File: config.mk
export PLATFORM = sky130hd
export DESIGN_NAME = cdb_arbiter_flat
export DESIGN_NICKNAME = d
export VERILOG_FILES = /design/src/rtl/cdb_arbiter_pkg.sv /design/src/rtl/cdb_arbiter_if.sv /design/src/rtl/cdb_arbiter_rr_pick.sv /design/src/rtl/cdb_arbiter.sv /design/src/flat_wrapper.sv
export SDC_FILE = /design/constraint.sdc
export NUM_CORES = 1
export LEC_CHECK = 0
export CORE_ASPECT_RATIO = 0.75
export CORE_MARGIN = 8
export CORE_UTILIZATION = 40
export CTS_BUF_LIST = sky130_fd_sc_hd__clkbuf_8
export DETAILED_ROUTE_END_ITERATION = 12
export PLACE_DENSITY = 0.79
export SYNTH_ARGS = -nofsm -noshare
export SYNTH_HDL_FRONTEND = slang
export SYNTH_HIERARCHICAL = 1
export SYNTH_SLANG_ARGS = --single-unit
File: constraint.sdc
create_clock -name clk -period 3.35 [get_ports clk]
set_input_delay 0.5025 -clock clk [delete_from_list [all_inputs] [get_ports clk]]
set_output_delay 0.5025 -clock clk [all_outputs]
set_load 0.1 [all_outputs]
File: src/rtl/cdb_arbiter_pkg.sv
`default_nettype none
// ============================================================================
// Module      : cdb_arbiter_pkg
// Description : Widths and the CDB packet type used by the completion
//               arbiter and by the ROB, RS and PRF that listen to the CDB.
// Revision    : 1.0 - initial release
// ============================================================================
package cdb_arbiter_pkg;

    localparam int ROB_IDX_W = 5;
    localparam int PRF_IDX_W = 6;
    localparam int BR_MASK_W = 4;

    typedef struct packed {
        logic                 valid;
        logic [ROB_IDX_W-1:0] rob_idx;
        logic [PRF_IDX_W-1:0] tag;
        logic                 br_flag;
        logic                 br_taken;
        logic [BR_MASK_W-1:0] br_mask;
    } cdb_pkt_t;

    // True when an entry depends on the branch being squashed.
    function automatic logic mask_hit(input logic [BR_MASK_W-1:0] mask,
                                      input logic [BR_MASK_W-1:0] squash_mask);
        return |(mask & squash_mask);
    endfunction

endpackage
`default_nettype wire

File: src/rtl/cdb_arbiter_if.sv
`default_nettype none
// ============================================================================
// Module      : cdb_arbiter_if
// Description : FU completion requests, squash input and CDB broadcast.
//               master = FU/recovery side, slave = arbiter.
// Revision    : 1.0 - initial release
// ============================================================================
interface cdb_arbiter_if
    import cdb_arbiter_pkg::*;
#(
    parameter int NUM_REQ = 4
);
    logic [NUM_REQ-1:0]                req_valid_i;
    logic [NUM_REQ-1:0][ROB_IDX_W-1:0] req_rob_idx_i;
    logic [NUM_REQ-1:0][PRF_IDX_W-1:0] req_tag_i;
    logic [NUM_REQ-1:0]                req_br_flag_i;
    logic [NUM_REQ-1:0]                req_br_taken_i;
    logic [NUM_REQ-1:0][BR_MASK_W-1:0] req_br_mask_i;
    logic [NUM_REQ-1:0]                req_ready_o;
    logic                              squash_i;
    logic [BR_MASK_W-1:0]              squash_mask_i;
    logic                              cdb_valid_o;
    logic [ROB_IDX_W-1:0]              cdb_rob_idx_o;
    logic [PRF_IDX_W-1:0]              cdb_tag_o;
    logic                              cdb_br_flag_o;
    logic                              cdb_br_taken_o;
    logic [BR_MASK_W-1:0]              cdb_br_mask_o;

    modport master (
        output req_valid_i, req_rob_idx_i, req_tag_i, req_br_flag_i,
               req_br_taken_i, req_br_mask_i, squash_i, squash_mask_i,
        input  req_ready_o, cdb_valid_o, cdb_rob_idx_o, cdb_tag_o,
               cdb_br_flag_o, cdb_br_taken_o, cdb_br_mask_o
    );

    modport slave (
        input  req_valid_i, req_rob_idx_i, req_tag_i, req_br_flag_i,
               req_br_taken_i, req_br_mask_i, squash_i, squash_mask_i,
        output req_ready_o, cdb_valid_o, cdb_rob_idx_o, cdb_tag_o,
               cdb_br_flag_o, cdb_br_taken_o, cdb_br_mask_o
    );
endinterface
`default_nettype wire

File: src/rtl/cdb_arbiter_rr_pick.sv
`default_nettype none
// ============================================================================
// Module      : cdb_arbiter_rr_pick
// Description : Circular first-one finder: first set bit of i_vec at or
//               after i_start, wrapping around.
// Revision    : 1.0 - initial release
// ============================================================================
module cdb_arbiter_rr_pick #(
    parameter int N     = 4,
    parameter int PTR_W = $clog2(N)
) (
    input  wire logic [N-1:0]     i_vec,
    input  wire logic [PTR_W-1:0] i_start,
    output logic      [PTR_W-1:0] o_idx,
    output logic                  o_found
);
    int               w_pos;
    logic [PTR_W-1:0] w_idx;

    // Scan offsets from farthest to nearest so the nearest hit is kept last.
    always_comb begin
        o_idx   = '0;
        o_found = 1'b0;
        w_pos   = 0;
        w_idx   = '0;
        for (int k = N - 1; k >= 0; k--) begin
            w_pos = int'(i_start) + k;
            if (w_pos >= N) w_pos = w_pos - N;
            w_idx = PTR_W'(w_pos);
            if (i_vec[w_idx]) begin
                o_idx   = w_idx;
                o_found = 1'b1;
            end
        end
    end
endmodule
`default_nettype wire

File: src/rtl/cdb_arbiter.sv
`default_nettype none
// ============================================================================
// Module      : cdb_arbiter
// Description : Grants one FU completion per cycle onto the CDB. Starved
//               requesters are forced first, then branches, then plain
//               round-robin. Squashed entries are dropped on both sides of
//               the output register.
// Revision    : 1.0 - initial release
// ============================================================================
module cdb_arbiter
    import cdb_arbiter_pkg::*;
#(
    parameter int NUM_REQ    = 4,
    parameter int STARVE_LIM = 3
) (
    input  wire logic   clk,
    input  wire logic   rst,
    cdb_arbiter_if.slave bus
);
    localparam int c_PTR_W = $clog2(NUM_REQ);
    localparam int c_CNT_W = $clog2(STARVE_LIM + 1);

    logic [NUM_REQ-1:0] w_kill;
    logic [NUM_REQ-1:0] w_elig;
    logic [NUM_REQ-1:0] w_force_vec;
    logic [NUM_REQ-1:0] w_br_vec;
    logic [NUM_REQ-1:0] w_grant_vec;
    logic [c_CNT_W-1:0] r_starve [NUM_REQ];
    logic [c_PTR_W-1:0] r_rr_ptr;
    logic [c_PTR_W-1:0] w_force_idx, w_br_idx, w_all_idx, w_winner;
    logic               w_force_found, w_br_found, w_grant;
    logic               w_win_br;
    cdb_pkt_t           r_pkt;

    // Per-requester kill, eligibility and starvation bookkeeping.
    generate
        for (genvar i = 0; i < NUM_REQ; i++) begin : g_req
            assign w_kill[i]      = bus.squash_i & mask_hit(bus.req_br_mask_i[i], bus.squash_mask_i);
            assign w_elig[i]      = bus.req_valid_i[i] & ~w_kill[i];
            assign w_force_vec[i] = w_elig[i] & (r_starve[i] == c_CNT_W'(STARVE_LIM));
            assign w_br_vec[i]    = w_elig[i] & bus.req_br_flag_i[i];

            // Count cycles lost to a branch winner; clear on grant or idle.
            always_ff @(posedge clk) begin
                if (rst) begin
                    r_starve[i] <= '0;
                end else if (w_grant_vec[i] || !bus.req_valid_i[i]) begin
                    r_starve[i] <= '0;
                end else if (w_elig[i] && !bus.req_br_flag_i[i] && w_grant && w_win_br &&
                             r_starve[i] != c_CNT_W'(STARVE_LIM)) begin
                    r_starve[i] <= r_starve[i] + 1'b1;
                end
            end
        end
    endgenerate

    cdb_arbiter_rr_pick #(.N(NUM_REQ), .PTR_W(c_PTR_W)) u_pick_force (
        .i_vec(w_force_vec), .i_start(r_rr_ptr), .o_idx(w_force_idx), .o_found(w_force_found)
    );
    cdb_arbiter_rr_pick #(.N(NUM_REQ), .PTR_W(c_PTR_W)) u_pick_br (
        .i_vec(w_br_vec), .i_start(r_rr_ptr), .o_idx(w_br_idx), .o_found(w_br_found)
    );
    cdb_arbiter_rr_pick #(.N(NUM_REQ), .PTR_W(c_PTR_W)) u_pick_all (
        .i_vec(w_elig), .i_start(r_rr_ptr), .o_idx(w_all_idx), .o_found(w_grant)
    );

    // Force beats branch priority, which beats plain round-robin.
    always_comb begin
        w_winner = w_all_idx;
        if (w_force_found)   w_winner = w_force_idx;
        else if (w_br_found) w_winner = w_br_idx;
    end

    assign w_win_br = bus.req_br_flag_i[w_winner];

    // One-hot grant and ready: granted or dropped, nothing while in reset.
    always_comb begin
        w_grant_vec = '0;
        if (w_grant) w_grant_vec[w_winner] = 1'b1;
        bus.req_ready_o = rst ? '0 : ((bus.req_valid_i & w_kill) | w_grant_vec);
    end

    // Round-robin pointer moves just past the winner.
    always_ff @(posedge clk) begin
        if (rst) begin
            r_rr_ptr <= '0;
        end else if (w_grant) begin
            r_rr_ptr <= (w_winner == c_PTR_W'(NUM_REQ - 1)) ? '0 : w_winner + 1'b1;
        end
    end

    // Output stage: valid follows the grant, payload holds when idle.
    always_ff @(posedge clk) begin
        if (rst) begin
            r_pkt <= '0;
        end else begin
            r_pkt.valid <= w_grant;
            if (w_grant) begin
                r_pkt.rob_idx  <= bus.req_rob_idx_i[w_winner];
                r_pkt.tag      <= bus.req_tag_i[w_winner];
                r_pkt.br_flag  <= bus.req_br_flag_i[w_winner];
                r_pkt.br_taken <= bus.req_br_taken_i[w_winner];
                r_pkt.br_mask  <= bus.req_br_mask_i[w_winner];
            end
        end
    end

    // A squash arriving in the broadcast cycle still kills a stale result.
    assign bus.cdb_valid_o    = r_pkt.valid & ~(bus.squash_i & mask_hit(r_pkt.br_mask, bus.squash_mask_i));
    assign bus.cdb_rob_idx_o  = r_pkt.rob_idx;
    assign bus.cdb_tag_o      = r_pkt.tag;
    assign bus.cdb_br_flag_o  = r_pkt.br_flag;
    assign bus.cdb_br_taken_o = r_pkt.br_taken;
    assign bus.cdb_br_mask_o  = r_pkt.br_mask;
endmodule
`default_nettype wire
File: src/flat_wrapper.sv
// flat-port wrapper written by rule: the top's interface ports become plain ports
module cdb_arbiter_flat import cdb_arbiter_pkg::*;
#(
    parameter int NUM_REQ    = 4,
    parameter int STARVE_LIM = 3
)
  (clk, rst, bus_req_valid_i, bus_req_rob_idx_i, bus_req_tag_i, bus_req_br_flag_i, bus_req_br_taken_i, bus_req_br_mask_i, bus_squash_i, bus_squash_mask_i, bus_req_ready_o, bus_cdb_valid_o, bus_cdb_rob_idx_o, bus_cdb_tag_o, bus_cdb_br_flag_o, bus_cdb_br_taken_o, bus_cdb_br_mask_o);
  cdb_arbiter_if #(.NUM_REQ(NUM_REQ)) bus_i ();
  input  wire logic clk;
  input  wire logic rst;
  input wire logic [$bits(bus_i.req_valid_i)-1:0] bus_req_valid_i;
  input wire logic [$bits(bus_i.req_rob_idx_i)-1:0] bus_req_rob_idx_i;
  input wire logic [$bits(bus_i.req_tag_i)-1:0] bus_req_tag_i;
  input wire logic [$bits(bus_i.req_br_flag_i)-1:0] bus_req_br_flag_i;
  input wire logic [$bits(bus_i.req_br_taken_i)-1:0] bus_req_br_taken_i;
  input wire logic [$bits(bus_i.req_br_mask_i)-1:0] bus_req_br_mask_i;
  input wire logic [$bits(bus_i.squash_i)-1:0] bus_squash_i;
  input wire logic [$bits(bus_i.squash_mask_i)-1:0] bus_squash_mask_i;
  output wire logic [$bits(bus_i.req_ready_o)-1:0] bus_req_ready_o;
  output wire logic [$bits(bus_i.cdb_valid_o)-1:0] bus_cdb_valid_o;
  output wire logic [$bits(bus_i.cdb_rob_idx_o)-1:0] bus_cdb_rob_idx_o;
  output wire logic [$bits(bus_i.cdb_tag_o)-1:0] bus_cdb_tag_o;
  output wire logic [$bits(bus_i.cdb_br_flag_o)-1:0] bus_cdb_br_flag_o;
  output wire logic [$bits(bus_i.cdb_br_taken_o)-1:0] bus_cdb_br_taken_o;
  output wire logic [$bits(bus_i.cdb_br_mask_o)-1:0] bus_cdb_br_mask_o;
  assign bus_i.req_valid_i = bus_req_valid_i;
  assign bus_i.req_rob_idx_i = bus_req_rob_idx_i;
  assign bus_i.req_tag_i = bus_req_tag_i;
  assign bus_i.req_br_flag_i = bus_req_br_flag_i;
  assign bus_i.req_br_taken_i = bus_req_br_taken_i;
  assign bus_i.req_br_mask_i = bus_req_br_mask_i;
  assign bus_i.squash_i = bus_squash_i;
  assign bus_i.squash_mask_i = bus_squash_mask_i;
  assign bus_req_ready_o = bus_i.req_ready_o;
  assign bus_cdb_valid_o = bus_i.cdb_valid_o;
  assign bus_cdb_rob_idx_o = bus_i.cdb_rob_idx_o;
  assign bus_cdb_tag_o = bus_i.cdb_tag_o;
  assign bus_cdb_br_flag_o = bus_i.cdb_br_flag_o;
  assign bus_cdb_br_taken_o = bus_i.cdb_br_taken_o;
  assign bus_cdb_br_mask_o = bus_i.cdb_br_mask_o;
  cdb_arbiter #(.NUM_REQ(NUM_REQ), .STARVE_LIM(STARVE_LIM)) u_core (.clk(clk), .rst(rst), .bus(bus_i));
endmodule
==> impl_metrics.tcl <==
set metrics [dict create \
    drive_above_1_share_pct 36.4 \
    synth_area_leaders "dfxtp_1 17%, mux2i_1 16%, edfxtp_1 9.9%" \
    dr.first_iter.drc_count 174 \
    routed_via_density 5.43 \
    cp_data_required_time_ns 2.85 \
    cts_buffers 3 \
    met3_usage_pct 4.17 \
    place_hpwl_mm 6.60 \
    dr_total_vias 2600 \
    setup_violations 0 \
    io_pins 101 \
    grt_pass1_wl_mm 14.4 \
    die_y_um 83.3 \
    crit_buf_inv 4 \
    clk_latency_ns 0.29 \
    dr.pass1.iters 4 \
    fmax_ghz 0.303 \
    busiest_layer "met2" \
    leakagePower_nw 1.64 \
    hold_viol_final 0 \
    min_path_type "reg -> reg" \
    yosys_warnings 6 \
    grt_pass1_vias 2744 \
    drcViolationCount 0 \
    antenna_found_initial 0 \
    crit_path_max_fanout 3 \
    period_share_pct 98.5 \
    port_buffers 100 \
    overflow 0 \
    clk_pin_slew_worst_paths_ns 0.10 \
    syn-cell-area_um2 2420 \
    cp_top_family "buffers and inverters" \
    maxSlewViolCount 0 \
    wirelength_mm 8.94 \
    rows 24 \
    diodes 0 \
    cp-end-kind "primary output" \
    hp-start "u_core/bus.cdb_br_flag_o" \
    core_area_um2 5830 \
    fp.dieW_um 106 \
    cts.path.max_buffers 2 \
    period_minus_slack_ns 3.30 \
    wl_per_cell_um 18.7 \
    netlist_instances 273 \
    critPathSlowestCell "clkdlybuf4s50_1" \
    status "finished, final reports clean" \
    maxSlewHeadroom_pct 33.6 \
    max_cap_viol_count 0 \
    htreeDepth 1 \
    hold_slack_ns 0.492 \
    irDropWorstVdd_mv 0.324 \
    synth_top_area_share_pct 16.6 \
    syn_nets 360 \
    area_delta_synth_final_pct 67.6 \
    start_util_pct 41.5 \
    ys_ff_latch 28 \
    fin_nets 489 \
    clockRootBuffer "clkbuf_8" \
    layout_common_cells "71 x clkdlybuf4s50_1, 51 x buf_4, 37 x mux2i_1" \
    final_common_cell "clkdlybuf4s50_1" \
    worst_ep_arrival_time_ns 2.80 \
    grt_max_degree 29 \
    synth_cell_types 41 \
    track_usage_pct 19.9 \
    clkSinkCount 28 \
    finalInstanceArea_um2 4050 \
    place_area_um2 3720 \
    path_cells "clkdlybuf4s50_1, and3_4, buf_6, nand2b_1, a211oi_2, nor2_1, mux2i_2, a21oi_4, inv_2, ha_1, nand2_1, a21oi_4, buf_12" \
    stdcell_count 479 \
    met1_usage_pct 24.6 \
    setup_ws_ns 0.0501 \
    powerDensity_nw_per_um2 477 \
    yosys.area.top_type "dfxtp_1" \
    regToRegStartpoint "u_core/r_starve[2][0]" \
    gp_congestion 0.879 \
    critPathKind "in -> out" \
    cts_tree "done" \
    place_ws_ns -0.558 \
    slowest_delay_ns 0.45 \
    use_met2_pct 32.7 \
    synth_seq_area_share_pct 26.5 \
    worst_pin_slew_ns 0.994 \
    dieArea_um2 8810 \
    ant_nets 0 \
    post-place-cells 463 \
    crit_top_cell "a21oi_4" \
    skew_ns 0.00505 \
    setup.worst_path.start_class "input port" \
    cp-startpoint "bus_req_br_flag_i[3]" \
    synth.avg_cell_area_um2 8.85 \
]
-- final cells by class --
type | instances | area, um2
multi-input cells | 207 | 1820
fillers | 456 | 1780
repair buffers | 152 | 1390
flip-flops and latches | 28 | 642
well taps | 78 | 97.6
clock buffers | 4 | 55.1
inverters | 10 | 42.5
-- cells by family (layout without fill, tap and decap cells) --
| family | Yosys count | after routing | share of synthesized area (%) |
|---|---|---|---|
| compound gates | 54 | 54 | 18.5 |
| mux | 41 | 41 | 17.1 |
| fa+ha+maj | 8 | 8 | 4.14 |
| flops | 28 | 28 | 26.5 |
| simple gates | 104 | 104 | 23.9 |
| buf+inv | 38 | 166 | 9.89 |
-- report_power, final --
group / switching [W] / internal [W] / leakage, nW
clock network: 0.000121 / 0.000106 / 0.0288
logic: 0.000753 / 0.000474 / 1.35
registers: 0.0000642 / 0.000413 / 0.257
-- metrics by stage --
step                TNS (ns)  total power, W  util [%]
floorplan                  0         0.00129         -
global placement      -12.05         0.00159      63.8
detailed placement    -14.19         0.00161      63.8
CTS                        0         0.00190      68.8
global route         -0.0400         0.00201      69.5
finish                     0         0.00193      69.5
-- cell usage after synthesis --
cell type,count
buf_4,16
a311oi_2,1
o221ai_1,16
a211oi_2,3
nor2b_1,2
a211oi_1,4
and2_1,4
inv_1,9
nor3_1,1
o21ai_2,1
nand3b_1,16
buf_6,4
o21ai_0,1
and3_1,4
a21oi_1,9
inv_2,1
nand2_1,29
nor3b_1,3
mux2_2,1
nand3_1,8
o311ai_1,1
or4_1,3
a21boi_1,1
nand2b_1,9
or3_1,1
nor3_2,6
buf_2,5
a41oi_2,1
or2_2,1
a22oi_1,10
edfxtp_1,8
clkbuf_1,3
mux2_1,1
a21oi_2,1
nor2_1,16
dfxtp_1,20
nor4_1,1
o21bai_2,3
ha_1,8
a21boi_0,2
mux2i_1,39
-- what timing repair did --
| item | CTS | global route |
|---|---|---|
| buffers inserted | 11 | 3 |
| hold buffers | 0 | 0 |
| pin swaps | 28 | 22 |
| resized for setup | 82 | 49 |
| cloned | 0 | 0 |
| setup endpoints to repair | 27 | 7 |
-- sequential cells by signal, indices dropped and copies added (netlist names) --
signal / flops
u_core/bus.cdb_br_flag_o: 1
u_core/bus.cdb_br_mask_o: 4
u_core/bus.cdb_br_taken_o: 1
u_core/bus.cdb_rob_idx_o: 5
u_core/bus.cdb_tag_o: 6
u_core/r_pkt: 1
u_core/r_rr_ptr: 2
u_core/r_starve: 8
-- path summary, 6_finish.rpt --
| path | cells past startpoint | slack [ns] | endpoint |
|---|---|---|---|
| worst max register to register | 12 | 0.28 | u_core/r_starve[1][1] |
| worst min-delay path | 2 | 0.49 | u_core/bus.cdb_br_flag_o |
| worst min register to register | 2 | 0.49 | u_core/bus.cdb_br_flag_o |
| worst max-delay path | 13 | 0.05 | bus_req_ready_o[1] |
-- routing by layer --
layer	vias up	part of all wire, %
li1	1253	-
met1	1230	42
met2	99	48
met3	18	6.6
met4	0	2.9
met5	-	0
-- worst reg2reg max path, stage by stage (launching register included) --
cell      delay, ns
edfxtp_1       0.41
ha_1           0.24
and3_1         0.23
nand2b_1       0.10
a21oi_1        0.08
a211oi_2       0.37
buf_4          0.20
mux2_1         0.31
o21ai_0        0.21
a311oi_2       0.08
a41oi_2        0.27
buf_4          0.24
o21bai_2       0.10
Power figures use the tool's default switching activity.
